==> config.mk <==
export PLATFORM = sky130hd
export DESIGN_NAME = debounce_sync_edge_det_flat
export DESIGN_NICKNAME = d
export VERILOG_FILES = /design/src/rtl/debounce_sync_edge_det_if.sv /design/src/rtl/debounce_sync_edge_det.sv /design/src/flat_wrapper.sv
export SDC_FILE = /design/constraint.sdc
export NUM_CORES = 1
export LEC_CHECK = 0
export ABC_AREA = 1
export CAP_MARGIN = 15
export CORE_MARGIN = 2
export CORE_UTILIZATION = 40
export DETAILED_ROUTE_END_ITERATION = 7
export PLACE_DENSITY = 0.58
export SLEW_MARGIN = 15
export SYNTH_ARGS = -nofsm -noshare
export SYNTH_HDL_FRONTEND = slang
export SYNTH_SLANG_ARGS = --single-unit
export TNS_END_PERCENT = 5
==> constraint.sdc <==
create_clock -name clk -period 1.9 [get_ports clk]
set_clock_uncertainty 0.05 [all_clocks]
set_input_delay 0.19 -clock clk [delete_from_list [all_inputs] [get_ports clk]]
set_output_delay 0.19 -clock clk [all_outputs]
set_load 0.1 [all_outputs]
==> src/rtl/debounce_sync_edge_det_if.sv <==
// Signal bundle between a raw switch input and its debounced, edge-detected view.
// The master drives the raw level; the slave (the debouncer) returns the conditioned outputs.
interface debounce_sync_edge_det_if #(
  parameter int BOUNCE_W = 8
);
  logic                d_in;
  logic                q_out;
  logic                rise_pulse;
  logic                fall_pulse;
  logic [BOUNCE_W-1:0] bounce_cnt;

  modport master (
    output d_in,
    input  q_out,
    input  rise_pulse,
    input  fall_pulse,
    input  bounce_cnt
  );

  modport slave (
    input  d_in,
    output q_out,
    output rise_pulse,
    output fall_pulse,
    output bounce_cnt
  );
endinterface

==> src/rtl/debounce_sync_edge_det.sv <==
// Two-flop synchroniser plus stability-counter debouncer for a bouncy switch input.
// Produces a registered clean level, one-cycle edge pulses and a saturating bounce counter.
module debounce_sync_edge_det #(
  parameter int STABLE_CYCLES = 4,
  parameter int CNT_WIDTH     = 8,
  parameter int BOUNCE_W      = 8
) (
  input  logic                     clk,
  input  logic                     reset_in,
  debounce_sync_edge_det_if.slave  bus
);

  typedef enum logic [1:0] {
    LOW       = 2'd0,
    WAIT_HIGH = 2'd1,
    HIGH      = 2'd2,
    WAIT_LOW  = 2'd3
  } state_t;

  localparam logic [CNT_WIDTH-1:0] LAST_CNT = CNT_WIDTH'(STABLE_CYCLES - 1);

  function automatic logic [BOUNCE_W-1:0] sat_inc(input logic [BOUNCE_W-1:0] v);
    return (&v) ? v : v + BOUNCE_W'(1);
  endfunction

  logic                sync1;
  logic                sync2;
  logic                d_sync;
  state_t              state, state_nxt;
  logic [CNT_WIDTH-1:0] cnt, cnt_nxt;
  logic                level, level_nxt;
  logic                rise, rise_nxt;
  logic                fall, fall_nxt;
  logic [BOUNCE_W-1:0] bounce, bounce_nxt;

  // Synchroniser: the only logic touching the asynchronous input
  always_ff @(posedge clk or negedge reset_in) begin
    if (!reset_in) begin
      sync1 <= 1'b0;
      sync2 <= 1'b0;
    end else begin
      sync1 <= bus.d_in;
      sync2 <= sync1;
    end
  end

  assign d_sync = sync2;

  always_ff @(posedge clk or negedge reset_in) begin
    if (!reset_in) begin
      state  <= LOW;
      cnt    <= '0;
      level  <= 1'b0;
      rise   <= 1'b0;
      fall   <= 1'b0;
      bounce <= '0;
    end else begin
      state  <= state_nxt;
      cnt    <= cnt_nxt;
      level  <= level_nxt;
      rise   <= rise_nxt;
      fall   <= fall_nxt;
      bounce <= bounce_nxt;
    end
  end

  // Outputs are computed one cycle ahead so q_out and the pulses come straight from flops
  always_comb begin
    state_nxt  = state;
    cnt_nxt    = cnt;
    level_nxt  = level;
    rise_nxt   = 1'b0;
    fall_nxt   = 1'b0;
    bounce_nxt = bounce;
    case (state)
      LOW: begin
        if (d_sync) begin
          if (STABLE_CYCLES == 1) begin
            state_nxt = HIGH;
            level_nxt = 1'b1;
            rise_nxt  = 1'b1;
            cnt_nxt   = '0;
          end else begin
            state_nxt = WAIT_HIGH;
            cnt_nxt   = CNT_WIDTH'(1);
          end
        end
      end
      WAIT_HIGH: begin
        if (!d_sync) begin
          state_nxt  = LOW;
          cnt_nxt    = '0;
          bounce_nxt = sat_inc(bounce);
        end else if (cnt == LAST_CNT) begin
          state_nxt = HIGH;
          cnt_nxt   = '0;
          level_nxt = 1'b1;
          rise_nxt  = 1'b1;
        end else begin
          cnt_nxt = cnt + CNT_WIDTH'(1);
        end
      end
      HIGH: begin
        if (!d_sync) begin
          if (STABLE_CYCLES == 1) begin
            state_nxt = LOW;
            level_nxt = 1'b0;
            fall_nxt  = 1'b1;
            cnt_nxt   = '0;
          end else begin
            state_nxt = WAIT_LOW;
            cnt_nxt   = CNT_WIDTH'(1);
          end
        end
      end
      WAIT_LOW: begin
        if (d_sync) begin
          state_nxt  = HIGH;
          cnt_nxt    = '0;
          bounce_nxt = sat_inc(bounce);
        end else if (cnt == LAST_CNT) begin
          state_nxt = LOW;
          cnt_nxt   = '0;
          level_nxt = 1'b0;
          fall_nxt  = 1'b1;
        end else begin
          cnt_nxt = cnt + CNT_WIDTH'(1);
        end
      end
      default: begin
        state_nxt = LOW;
        cnt_nxt   = '0;
        level_nxt = 1'b0;
      end
    endcase
  end

  assign bus.q_out      = level;
  assign bus.rise_pulse = rise;
  assign bus.fall_pulse = fall;
  assign bus.bounce_cnt = bounce;

endmodule

==> src/flat_wrapper.sv <==
// flat-port wrapper written by rule: the top's interface ports become plain ports
module debounce_sync_edge_det_flat 
#(
  parameter int STABLE_CYCLES = 4,
  parameter int CNT_WIDTH     = 8,
  parameter int BOUNCE_W      = 8
)
  (clk, reset_in, bus_d_in, bus_q_out, bus_rise_pulse, bus_fall_pulse, bus_bounce_cnt);
  debounce_sync_edge_det_if #(.BOUNCE_W(BOUNCE_W)) bus_i ();
  input  logic clk;
  input  logic reset_in;
  input wire logic [$bits(bus_i.d_in)-1:0] bus_d_in;
  output wire logic [$bits(bus_i.q_out)-1:0] bus_q_out;
  output wire logic [$bits(bus_i.rise_pulse)-1:0] bus_rise_pulse;
  output wire logic [$bits(bus_i.fall_pulse)-1:0] bus_fall_pulse;
  output wire logic [$bits(bus_i.bounce_cnt)-1:0] bus_bounce_cnt;
  assign bus_i.d_in = bus_d_in;
  assign bus_q_out = bus_i.q_out;
  assign bus_rise_pulse = bus_i.rise_pulse;
  assign bus_fall_pulse = bus_i.fall_pulse;
  assign bus_bounce_cnt = bus_i.bounce_cnt;
  debounce_sync_edge_det #(.STABLE_CYCLES(STABLE_CYCLES), .CNT_WIDTH(CNT_WIDTH), .BOUNCE_W(BOUNCE_W)) u_core (.clk(clk), .reset_in(reset_in), .bus(bus_i));
endmodule
# ---- Word level (Yosys, flattened, before mapping)
# Index checks and enable logic that the tools add are counted.
# Widths: inputs -> output; s select.
dict set report word_totals {
  out_inout_bits 11
  regBits 23
  elab_cells 58
  input_bits 3
}
dict set report classes {
  add_sub_neg 2
  eq_ne 14
  muxes 27
  n_reduce_logical 7
}
# op n
set ops {}
lappend ops {{$mux 8} 8}
lappend ops {{$pmux 8 s4} 1}
lappend ops {{$add 8x1->8 const B} 2}
lappend ops {{$pmux 8 s2} 1}
lappend ops {{$mux 2} 6}
lappend ops {{$ne 2x1->1 const B} 5}
lappend ops {{$mux 1} 9}
lappend ops {{$eq 8x2->1 const B} 1}
lappend ops {{$pmux 2 s4} 1}
lappend ops {{$reduce_and 8->1} 1}
lappend ops {{$ne 2x2->1 const B} 3}
lappend ops {{$reduce_and 5->1} 1}
lappend ops {{$eq 2x2->1 const B} 2}
lappend ops {{$reduce_and 4->1} 1}
lappend ops {{$ne 3x1->1 const B} 1}
lappend ops {{$ne 3x3->1 const B} 1}
lappend ops {{$reduce_and 3->1} 1}
lappend ops {{$eq 2x1->1 const B} 1}
lappend ops {{$logic_not 2->1} 1}
lappend ops {{$pmux 1 s2} 1}
lappend ops {{$reduce_and 2->1} 1}
lappend ops {{$reduce_bool 2->1} 1}

# ---- Depth between registers and ports, before layout
dict set report logic_depth {
  ltp_word 4
  mapped_depth 7
  ltp_nobuf 7
}

# ---- Least setup slack after synthesis
# OpenSTA, ideal clock, no wires.
dict set report synth_timing {
  path_kind {flip-flop to flip-flop}
  start {register u_core.bounce[0], in the netlist u_core.bus.bounce_cnt[0]}
  end {register u_core.bounce[2], in the netlist u_core.bus.bounce_cnt[2]}
  n_path_buf 0
  arrival_time_ns 1.906
  setup_slack_ns -0.131
  period_less_slack_ns 2.031
  stages_incl_launch_ff 8
  setup_time_ns 0.075
  required_ns 1.775
  path_cell_list {dfrtp_1 -> ha_1 -> nand3_2 -> nor2_4 -> nand2_2 -> nand2_4 -> nand2_1 -> o21ai_2}
}
dict set report synth_between {
  elab_chain_len 4
  word_cells_on_any_way 6
  cone_classes {add/sub: 1; mux: 4; reduce/logical: 1}
}
# item line
set synth_rtl {}
lappend synth_rtl {{from (decl)} debounce_sync_edge_det.sv:34} ;# logic [BOUNCE_W-1:0] bounce, bounce_nxt;
lappend synth_rtl {{from (signal assigned)} debounce_sync_edge_det.sv:63} ;# bounce <= bounce_nxt;
lappend synth_rtl {{$add 8x1->8 or $reduce_and 8->1 (tied branches)} debounce_sync_edge_det.sv:23} ;# return (&v) ? v : v + BOUNCE_W'(1);
lappend synth_rtl {{$mux 8 (*)} debounce_sync_edge_det.sv:23}
lappend synth_rtl {{$mux 8 (on tied branches)} {debounce_sync_edge_det.sv:117, debounce_sync_edge_det.sv:90}}
lappend synth_rtl {{$pmux 8 s2 (*)} debounce_sync_edge_det.sv:75} ;# case (state)
# Every way passes the cells marked *; elsewhere a longest branch is shown, timed or not. The select of a mux whose other input is x is not followed.
# A chain may end at the register's enable or synchronous reset.

# ---- Worst setup path in the final report
dict set report layout_timing {
  start {register u_core.bounce[0], in the netlist u_core.bus.bounce_cnt[0]}
  end {register u_core.bounce[1], in the netlist u_core.bus.bounce_cnt[1]}
}
# The elaborated chain is that of the path after synthesis.

==> impl_results.md <==
* Post-Place Setup Slack at 0.4741 ns
* Status: completed
* Worst setup margin at 0.4583 ns
* Fin area at 1415 sq um
* GRT overflow at 0
* GR Layer Usage met2 at 0.2547
* CP arrival at 1.64 ns
* Leading post-synthesis cells by cell area: dfrtp_1, nand2_1, inv_1, nand3_1, ha_1
* Actual slew at the worst max-slew pin at 0.3176 ns
* M3 GR Usage at 0.03463
* Hpwl dp at 1686 um
* Tot Pwr at 0.001973 W
* Routed Antenna Nets at 0
* Total die area at 3568 sq um
* Post-synth top area cell: dfrtp_1
* Critical path's top delay family: flip-flops
* Crit path kind: register to register
* Most frequent CP cell: nand2_1
* Die Width at 59.73 um
* Final Hold Vio Count at 0
* Critical path's slowest cell: dfrtp_2
* Yosys top cell area share at 0.4632
* Max_cap viols at 0
* Placed cells at 208
* DR DRC count at 0
* GR peak layer: met2
* Final Cycle Share at 0.7588
* Post-CTS Setup Bufs at 0
* Clock root cell: clkbuf_4
* R2R setup slack at 0.46 ns
* Hold_buf cts at 0
* Seq pwr share at 0.381
* Distinct cells, synth at 23
* CTS Buf Count at 3
* Syn Inst Count at 162
* Period minus WS final at 1.442 ns
* First-pass GRT wire length at 4029 um
* Pin count of the biggest net entering global routing at 24
* # H-tree levels at 1
* Top-level I/O count at 14
* PostCTS Resize Cnt at 0
* CTS tree: done
* Core ar. at 3003 sq um
* FMAX at 693.6 MHz
* VDD IR max at 0.0009652 V
* Clock Power Share at 0.112
* Ant diodes at 0
* Final TNS setup at 0 ns
* P_leak at 0.7698 nW
* Worst path required time at 2.09 ns
* Int Power at 0.0009319 W
* Post-Syn Area at 1242 sq um
* RD Place Congestion at 0.7599
* Placement row count at 20
* Layout cell share with drive strength beyond 1 at 0.1620
* Clock sink total at 23
* Final-report max-slew violation count at 0
* Worst setup SP type: register
* Clk Latency, worst-skew pair at 0.30 ns
* Syn_area_per_cell at 7.669 sq um
* Slowest stage delay, CP at 0.46 ns
* Reg2reg start: u_core.bus.bounce_cnt[0]$_DFFE_PN0P_
* Met1 Use GR at 0.1870
* Worst slew margin at 0.7883
* Area after DPL at 1389 sq um
* Hold Path Class: input port to asynchronous set/reset pin
* Initial antenna violation count at 0
* Layout Cells excl Fill at 212
* CP endpoint kind: register
* Post-synthesis sequential area ratio at 0.4632
* WL final at 2276 um
* Clk buf depth at 2
* Critical path fanouts, max at 7
* Vias at 1014
* Die Ht at 59.73 um
* Clock-pin slew on the worst setup and hold paths at 0.12 ns
* Seq cells post-synth at 23
* Via-to-Cell Ratio at 4.783
* PwrDens at 1394 nW/um^2
* RSZ-0062 raised after global routing: no
* Final setup viols at 0
* Wire length per cell at 10.74 um
* Combinational Power Share at 0.508
* Initial DRT Pass Iterations at 2
* Initial core utilization at 0.4138
* Synth Net Count at 168
* Synth-to-layout area growth at 13.90%
* Sw Ratio at 0.5276
* Psw at 0.001041 W
* Total global-route track usage at 0.1523
* Crit-path cells: ha_1 -> nand3_2 -> nor2_4 -> a21oi_2 -> nand2_1 -> nand2_1
* CP Launch Point: u_core.bus.bounce_cnt[0]$_DFFE_PN0P_
* Final net count at 186
* I/O Buffers at 13
* Ys Warns at 0
* Vias in the first global route at 924
* DRT iter0 DRCs at 24
* Buffer and inverter count on the worst path at 0
## cells in the final DEF, fill, tap and decap left out
cell             Yosys  layout
nand3b_1             2       2
nand3_2              1       1
nor2_2               1       1
nand2_1             74      74
xor2_1               3       3
inv_1               15      15
buf_4                1      12
ha_1                 3       3
nand2_2              2       2
xnor2_1              2       2
a21oi_2              1       1
inv_2                1       1
o21ai_0              2       2
nor2_4               3       3
clkbuf_4             0       3
nand2_4              1       1
nor2_1              10      10
clkbuf_1             0       1
a21oi_1              1       1
dfrtp_1             23      21
clkdlybuf4s50_1      0       2
nand3_1             11      11
a21boi_0             1       1
dfrtp_2              0       2
or2_2                1       1
nand4_1              2       2
o21ai_2              1       1
## flip-flops by register name (all words and copies together) (netlist names), named ones only
signal and cells:
u_core.sync1 1, u_core.cnt 8, u_core.bus.q_out 1, u_core.state 1, u_core.d_sync 1, u_core.bus.bounce_cnt 8, u_core.bus.fall_pulse 1, u_core.bus.rise_pulse 1
## routing by layer
layer,part of all wire,up-vias,routed length (um)
met5,0,-,0
met4,0.013,0,30
met3,0.026,4,59
met2,0.49,10,1125
met1,0.47,467,1061
li1,-,533,-
## cell type report
cell class,instances,area [sq um]
clock buffer,4,26.28
fill,339,1588
inverter,16,60.06
multi-input combinational,122,599.3
sequential,23,578.1
tap,33,41.29
timing repair buffer,14,110.1
## cells by family (layout without fill, tap and decap cells)
family / Yosys count / after routing / share of synthesized area
and+or+nand+nor: 108 / 108 / 0.3847
buffers and inverters: 17 / 34 / 0.05438
xor gates and xnor gates: 5 / 5 / 0.03525
AOI/OAI and AO/OA: 6 / 6 / 0.03223
adders and majority gates: 3 / 3 / 0.03021
DFF: 23 / 23 / 0.4632
## per-stage QoR
step / utilization / hold WS, ns
after global routing: 0.4713 / 0.1862
final: 0.4713 / 0.1765
after CTS: 0.4713 / 0.1835
after floorplan: - / -0.1556
after global placement: 0.4625 / 0.2848
after detailed placement: 0.4625 / 0.2905
## cells in the mapped netlist
master    number
nand3_2        1
nand2_2        2
xnor2_1        2
nor2_4         3
buf_4          1
ha_1           3
o21ai_0        2
nand4_1        2
o21ai_2        1
nor2_1        10
a21boi_0       1
dfrtp_1       23
xor2_1         3
a21oi_1        1
inv_1         15
nand3b_1       2
inv_2          1
nand3_1       11
nand2_4        1
or2_2          1
a21oi_2        1
nor2_2         1
nand2_1       74
## final timing paths
check,end,cells after the start
worst max-delay path,u_core.bus.bounce_cnt[1]$_DFFE_PN0P_,6
worst min-delay path,u_core.cnt[6]$_DFFE_PN0P_,2
worst max register to register,u_core.bus.bounce_cnt[1]$_DFFE_PN0P_,6
worst min register to register,u_core.d_sync$_DFF_PN0_,0
max in group asynchronous,u_core.bus.bounce_cnt[1]$_DFFE_PN0P_,2
min in group clk,u_core.sync1$_DFF_PN0_,1
## power by group through the flow
stage | registers, W | clock network [W] | logic [W]
2_1_floorplan | 0.00115 | 0 | 0.000408
6_report | 0.000751 | 0.000220 | 0.00100
3_3_place_gp | 0.000759 | 0 | 0.00100
4_1_cts | 0.000755 | 0.000234 | 0.00101
3_5_place_dp | 0.000763 | 0 | 0.00101
5_1_grt | 0.000782 | 0.000264 | 0.00108
(Power assumes the default switching activity.)
